--- config.mk ---
export PLATFORM = sky130hd
export DESIGN_NAME = deserializer
export DESIGN_NICKNAME = d
export VERILOG_FILES = /design/src/rtl/deserializer.sv
export SDC_FILE = /design/constraint.sdc
export NUM_CORES = 1
export LEC_CHECK = 0
export ABC_AREA = 1
export BUFFER_PORTS_ARGS = -buffer_cell sky130_fd_sc_hd__buf_2
export CORE_UTILIZATION = 30
export DETAILED_ROUTE_END_ITERATION = 10
export PLACE_DENSITY_LB_ADDON = 0.12
export SLEW_MARGIN = 10
export SYNTH_ARGS = -nofsm -noshare
export SYNTH_HDL_FRONTEND = slang
export SYNTH_SLANG_ARGS = --single-unit
--- constraint.sdc ---
create_clock -name clk_i -period 1.3 [get_ports clk_i]
set_input_delay 0.26 -clock clk_i [delete_from_list [all_inputs] [get_ports clk_i]]
set_output_delay 0.26 -clock clk_i [all_outputs]
set_load 0.005 [all_outputs]
--- src/rtl/deserializer.sv ---
// Serial-to-parallel converter: collects data_i bits MSB-first into a
// WIDTH-bit word and presents completed words through a one-entry
// valid/ready output register. A word that completes while the output
// register is held (FULL, ready low) is dropped and flagged on overflow_o.
module deserializer #(
    parameter int WIDTH = 16
) (
    input  logic             clk_i,
    input  logic             srst_i,
    input  logic             data_i,
    input  logic             data_val_i,
    output logic [WIDTH-1:0] deser_data_o,
    output logic             deser_data_val_o,
    input  logic             deser_data_ready_i,
    output logic             overflow_o
);

    localparam int CW = (WIDTH > 1) ? $clog2(WIDTH) : 1;
    localparam logic [CW-1:0] LAST_CNT = CW'(WIDTH - 1);

    typedef enum logic {
        EMPTY = 1'b0,
        FULL  = 1'b1
    } state_t;

    logic [CW-1:0]    cnt_q;
    logic [CW-1:0]    cnt_d;
    logic [WIDTH-1:0] shift_q;
    logic [WIDTH-1:0] shift_d;
    logic             word_done;

    state_t           state_q;
    logic [WIDTH-1:0] data_q;
    logic             overflow_q;

    // A word completes when the bit for the last slot is being taken.
    assign word_done = data_val_i && (cnt_q == LAST_CNT);

    // Bit counter: advance on each qualified bit, wrap after the last slot.
    always_comb begin
        cnt_d = cnt_q;
        if (data_val_i) begin
            if (cnt_q == LAST_CNT) begin
                cnt_d = '0;
            end else begin
                cnt_d = cnt_q + 1'b1;
            end
        end
    end

    // Each shift-register bit captures data_i only when the counter points at
    // its slot; the first bit of a word lands in the MSB.
    generate
        for (genvar gi = 0; gi < WIDTH; gi++) begin : g_slot
            localparam logic [CW-1:0] SLOT = CW'(WIDTH - 1 - gi);
            assign shift_d[gi] = (data_val_i && (cnt_q == SLOT)) ? data_i : shift_q[gi];
        end
    endgenerate

    // Serial collection state; runs regardless of the output stage.
    always_ff @(posedge clk_i) begin
        if (!srst_i) begin
            cnt_q   <= '0;
            shift_q <= '0;
        end else begin
            cnt_q   <= cnt_d;
            shift_q <= shift_d;
        end
    end

    // Output stage FSM. shift_d already contains the final bit on the
    // completion cycle, so it is the complete word to load.
    always_ff @(posedge clk_i) begin
        if (!srst_i) begin
            state_q    <= EMPTY;
            data_q     <= '0;
            overflow_q <= 1'b0;
        end else begin
            overflow_q <= 1'b0;
            case (state_q)
                EMPTY: begin
                    if (word_done) begin
                        data_q  <= shift_d;
                        state_q <= FULL;
                    end
                end
                FULL: begin
                    if (deser_data_ready_i) begin
                        if (word_done) begin
                            data_q <= shift_d;
                        end else begin
                            state_q <= EMPTY;
                        end
                    end else if (word_done) begin
                        overflow_q <= 1'b1;
                    end
                end
                default: begin
                    state_q <= EMPTY;
                end
            endcase
        end
    end

    assign deser_data_o     = data_q;
    assign deser_data_val_o = (state_q == FULL);
    assign overflow_o       = overflow_q;

endmodule

==> impl_results.md, run 1 <==
* Clk sink count at 37
* I/O pin count at 23
* Initial antenna violation count at 0
* Syn Inst Count at 242
* Final hold violations at 0
* Netlist Area Pre-Place at 1630 um2
* Worst hold stages at 4
* Total number of vias at 1,412
* VDD IR max at 0.560 mV
* Post-synth top cells: nand2_1 (80), nor2_1 (42), dfxtp_1 (37)
* GP Congestion at 0.792
* RSZ-0062 raised after global routing: yes
* Synth top area cells: dfxtp_1 (46%), nand2_1 (18%), nor2_1 (9.7%), inv_1 (6.0%), a21oi_1 (5.8%)
* Max Root-Sink Buffers at 2
* Cell taking the most area after synthesis: dfxtp_1
* Setup slack, reg-to-reg at 0.05 ns
* Flops & latches, synth at 37
* Vias per cell at 4.08
* Remaining antenna violation count at 0
* # diodes at 0
* PortBufs at 22
* Dpl hpwl at 2310 um
* Critical path class: register to register
* Clock-pin slew on the worst setup and hold paths at 0.08 ns
* CP Max Fanout at 16
* Final nets at 284
* Sequential area share after synthesis at 45.5%
* Slew headroom at 77.9%
* Arrival time at the worst endpoint at 1.43 ns
* Final Util at 40.9%
* Reg-to-Reg End: deser_data_o[15]
* Yosys cell types at 17
* Final wirelength at 3460 um
* Worst Setup End Kind: register
* Die width at 75.7 um
* Worst-Margin Slew at 0.331 ns
* Pleak at 1.07 nW
* GRT Total Usage at 14.3%
* First-pass GRT wire length at 5910 um
* Tcrit/Tclk final at 96.0%
* Max Fclk at 801 MHz
* Routed wire per std cell at 9.99 um
* EDFF count, synth at 0
* Reg2Reg Launch Point: cnt_q[1]
* Hold Path Origin: deser_data_ready_i
* Grt total ovfl at 0
* Worst Hold Path EP: overflow_o
* Fill cells at 538
* Root buffer cell: clkbuf_8
* Count leader, synth: nand2_1
* Largest net degree at the start of global routing at 19
* Final setup violation count at 0
* Starting Density at 31.5%
* Fin crit period at 1.25 ns
* Main synth FF type: dfxtp_1
* Syn_nets at 251
* Hold Crit Class: input port to register
* Area grow syn2layout at 29.9%
* Fin. max-slew vios at 0
* Status: completed
* DR pass1 iterations at 4
* DRT iter0 DRCs at 72
* CTS Hold Bufs at 0
* Row cnt at 26
* H-tree Lvls at 2
* DRC at 0
* Worst reg2reg path depth at 7
* TritonCTS buffer count at 5
* Worst-Skew Late Latency at 0.29 ns
* Synth async-reset ratio at 0%
* P per Cell Area at 1100 nW/um2
* TritonCTS clock tree: done
* Clock Skews at 0.00570 ns
* Crit path launch type: register
* Worst path required time at 1.48 ns
* Core ar. at 5170 um2
* Die area at 5720 um2
* Area share of the largest cell type after synthesis at 45.5%
* Number of synthesis warnings at 0
* Avg Synthesized Cell Area at 6.73 um2
* Setup_tns at 0 ns
* Share of layout cells above drive strength 1 at 24.6%
* Die Y at 75.7 um
* Number of global-route vias before repair at 1,261
* Max-cap violation count at 0
## per-layer routing
metal	wire [um]	track usage [%]
met4	59	6.17
met2	1480	22.2
met5	0	0
met3	122	3.97
met1	1790	18.6
## cell families (layout without fill, tap and decap cells)
logic type	count (synthesis)	in the layout	synth area share, %
simple gates	139	139	34.0
buf+inv	36	70	9.45
compound gates	26	26	7.99
flops	37	37	45.5
fa+ha+maj	4	4	3.07
## sequential cells by signal, indices dropped and copies added (netlist names)
| register | count |
|---|---|
| shift_q | 15 |
| deser_data_val_o | 1 |
| cnt_q | 4 |
| overflow_o | 1 |
| deser_data_o | 16 |
## worst max path at each step
stage	start	end	slack, ns	depth (start not counted)
finish	cnt_q[1]	deser_data_o[15]	0.05	7
detailed placement	cnt_q[1]	shift_q[11]	-0.09	8
CTS	cnt_q[1]	deser_data_o[14]	0.003	9
floorplan	cnt_q[0]	deser_data_o[14]	0.03	7
global route	cnt_q[1]	deser_data_o[6]	-0.04	9
global placement	cnt_q[1]	shift_q[11]	-0.09	8
## layout by cell type (no fill, tap or decap)
cell	count
ha_1	1
clkinv_1	1
inv_4	3
buf_12	2
buf_2	22
o21ai_0	4
a21oi_1	18
dfxtp_1	34
inv_1	20
clkbuf_1	1
nor2_4	1
a21oi_2	1
dfxtp_4	2
dfxtp_2	1
ha_4	2
nand3_1	13
ha_2	1
clkbuf_8	6
nor4_1	1
nand2_1	72
inv_6	2
bufinv_16	1
buf_4	11
nand2_2	6
nor2_2	2
o21ai_1	3
nand2_4	4
nor2_1	40
inv_2	1
## what timing repair did
| action | in CTS | in global routing |
|---|---|---|
| setup endpoints to repair | 17 | 19 |
| resized for setup | 7 | 33 |
| buffers inserted | 0 | 0 |
| pin swaps | 0 | 10 |
| hold endpoints to repair | 0 | 0 |
## worst max-delay path, stage by stage, from the launching register on
cell     delay, ns
dfxtp_4       0.40
ha_4          0.14
nand2_4       0.06
nor2_4        0.14
nand2_4       0.08
buf_12        0.16
nor2_1        0.10
nor2_1        0.05
## per-stage QoR
step / cell area, um2 / total power [mW] / worst slack, ns / cells / hold WS, ns
floorplan: 1630 / 1.25 / 0.0346 / 242 / 0.446
global placement: 1900 / 1.29 / -0.0886 / 338 / 0.456
detailed placement: 1900 / 1.29 / -0.0902 / 338 / 0.457
CTS: 2020 / 2.35 / 0.00326 / 346 / 0.284
global route: 2110 / 2.42 / -0.0431 / 346 / 0.362
finish: 2110 / 2.33 / 0.0515 / 346 / 0.327
## power breakdown
group / total, mW / switching [mW] / internal [mW] / leakage, nW
logic: 0.135 / 0.0889 / 0.0465 / 0.708
registers: 1.15 / 0.0124 / 1.14 / 0.300
clock network: 1.04 / 0.410 / 0.626 / 0.0585
total: 2.33 / 0.511 / 1.81 / 1.07
## cell type report
class | count | area [um2] | area share (%)
Multi-Input combinational cell | 169 | 810 | 38.3
Clock inverter | 1 | 30.0 | 1.42
Tap cell | 70 | 87.6 | 4.14
Sequential cell | 37 | 749 | 35.4
Clock buffer | 7 | 86.3 | 4.08
Inverter | 27 | 119 | 5.62
Timing Repair Buffer | 35 | 233 | 11.0
No activity file was read; power rests on OpenSTA's default activity.
==> run 2, diff against run 1 <==
Settings changed: BUFFER_PORTS_ARGS -buffer_cell sky130_fd_sc_hd__buf_2 to -buffer_cell sky130_fd_sc_hd__clkbuf_2, PLACE_DENSITY set to 0.59, PLACE_DENSITY_LB_ADDON 0.12 to not set.
==> impl_results.md, run 2 (synthesized netlist as in run 1, its figures left out) <==
* Hold Crit Class: input port to register
* Clock-pin slew on the worst setup and hold paths at 0.07 ns
* Root buffer cell: clkbuf_8
* Crit path launch type: register
* Sequential share of power at 53.1%
* Most frequent cells in the layout: nand2_1 (74), nor2_1 (41), dfxtp_1 (34), clkbuf_2 (22), inv_1 (21)
* M1 WL at 1580 um
* RSZ-0062 raised after global routing: yes
* Routed wire per std cell at 9.84 um
* Vias per cell at 4.31
* Die area at 5720 um2
* PnR Total Power at 2.17 mW
* GP Congestion at 0.716
* TritonCTS clock tree: done
* CP Depth at 8
* Worst reg2reg path depth at 8
* DRT iter0 DRCs at 83
* Final hold violations at 0
* Met2 routed WL at 1610 um
* # diodes at 0
* Remaining antenna violation count at 0
* P per Cell Area at 1060 nW/um2
* Crit path max-delay cell type: dfxtp_4
* CP cell instances: ha_4, nand2_4, nor2_4, nand2_4, buf_12, nand2_1, nand2_1, nor2_1
* Final setup violation count at 0
* Most common cell after layout, fill and taps aside: nand2_1
* Status: completed
* Slew headroom at 76.1%
* Worst stage delay on the critical path at 0.38 ns
* Critical Path Sink: deser_data_o[13]
* Setup_tns at 0 ns
* I/O pin count at 23
* Hold Path Origin: srst_i
* Fin. max-slew vios at 0
* Comb power frac at 5.5%
* CP Max Fanout at 16
* Dpl hpwl at 2320 um
* Final Util at 39.4%
* Switching Fraction at 23.5%
* DR pass1 iterations at 5
* Die Y at 75.7 um
* CP Buf/Inv Count at 1
* Reg-to-Reg End: deser_data_o[13]
* Die width at 75.7 um
* Worst-Skew Late Latency at 0.29 ns
* Critical path class: register to register
* Clk pwr share at 41.4%
* Final nets at 281
* Worst-Margin Slew at 0.359 ns
* Setup slack, reg-to-reg at 0.05 ns
* Max reg flops at 16
* Final wirelength at 3380 um
* Post-CTS Setup Inserts at 0
* Met3 wire length at 126 um
* Initial antenna violation count at 0
* GRT Total Usage at 13.6%
* Max Fclk at 799 MHz
* Area grow syn2layout at 25.3%
* Grt total ovfl at 0
* Max Root-Sink Buffers at 2
* Tcrit/Tclk final at 96.3%
* TritonCTS buffer count at 5
* Clock Skews at 0.00475 ns
* Worst Setup End Kind: register
* VDD IR max at 0.361 mV
* Critical path origin: cnt_q[0]
* DRC at 0
* Pleak at 1.03 nW
* Starting Density at 31.5%
* Cell family with most CP delay: simple AND/OR/NAND/NOR gates
* PortBufs at 22
* Internal at 1.66 mW
* Fin crit period at 1.25 ns
* DR top layer: met4
* Final hold slack at 0.312 ns
* Worst path required time at 1.53 ns
* Share of layout cells above drive strength 1 at 22.0%
* First-pass GRT wire length at 5690 um
* CTS Hold Bufs at 0
* Largest net degree at the start of global routing at 19
* Reg2Reg Launch Point: cnt_q[0]
* Number of global-route vias before repair at 1,303
* Row cnt at 26
* Clk sink count at 37
* Total number of vias at 1,478
* Core ar. at 5170 um2
* Max-cap violation count at 0
* H-tree Lvls at 2
* Net switching power at 508 uW
* Arrival time at the worst endpoint at 1.48 ns
==> run 2: changes by cell type in the layout (fill, tap and decap cells not counted), sizes merged <==
cell    previous run  this run
bufinv             1         0
clkinv             1         2
buf               35        10
clkbuf             7        29
==> run 2: how the worst min path moves through the flow <==
stage          cells after the start  slack (ns)     endpoint
2_1_floorplan                      2        0.45  shift_q[10]
3_3_place_gp                       2        0.46   shift_q[5]
3_5_place_dp                       2        0.46  shift_q[14]
4_1_cts                            3        0.31     cnt_q[1]
5_1_grt                            3        0.33     cnt_q[1]
6_report                           3        0.31     cnt_q[1]
==> run 2: through the flow <==
step	setup WS, ns	instance area, um2	instances
after floorplan	0.0346	1630	242
after global placement	-0.0115	1870	335
after detailed placement	-0.0503	1870	335
after CTS	0.00515	1980	343
after global routing	-0.0473	2040	343
final	0.0479	2040	343
==> run 2: power groups by stage <==
stage	clock [mW]	combinational, mW	sequential, mW
floorplan	0	0.0718	1.17
global placement	0	0.105	1.18
detailed placement	0	0.107	1.18
CTS	0.917	0.109	1.15
global route	0.966	0.133	1.15
finish	0.897	0.119	1.15
==> run 2: final cells by class <==
type / instances / area, um2
Fill cell: 539 / 3130
Multi-Input combinational cell: 169 / 782
Sequential cell: 37 / 749
Timing Repair Buffer: 32 / 210
Inverter: 27 / 109
Clock buffer: 7 / 96.3
Tap cell: 70 / 87.6
Clock inverter: 1 / 5.00
==> run 2: worst register-to-register path: cells and delay by family (launching register included) <==
family | cells | cell delay [ns]
DFF | 1 | 0.38
buffers and inverters | 1 | 0.16
and+or+nand+nor | 6 | 0.51
adders and majority gates | 1 | 0.14
==> run 2: layer usage <==
| metal | vias to the layer above | GRT usage, % |
|---|---|---|
| met5 | - | 0 |
| met4 | 0 | 5.56 |
| met3 | 5 | 5.16 |
| met2 | 26 | 21.8 |
| met1 | 645 | 16.5 |
| li1 | 802 | - |
==> run 2: timing repair <==
action	4_1_cts	5_1_grt
endpoints found under the hold margin	0	0
setup endpoints to repair	15	16
pin swaps	0	2
gates resized for setup	4	25
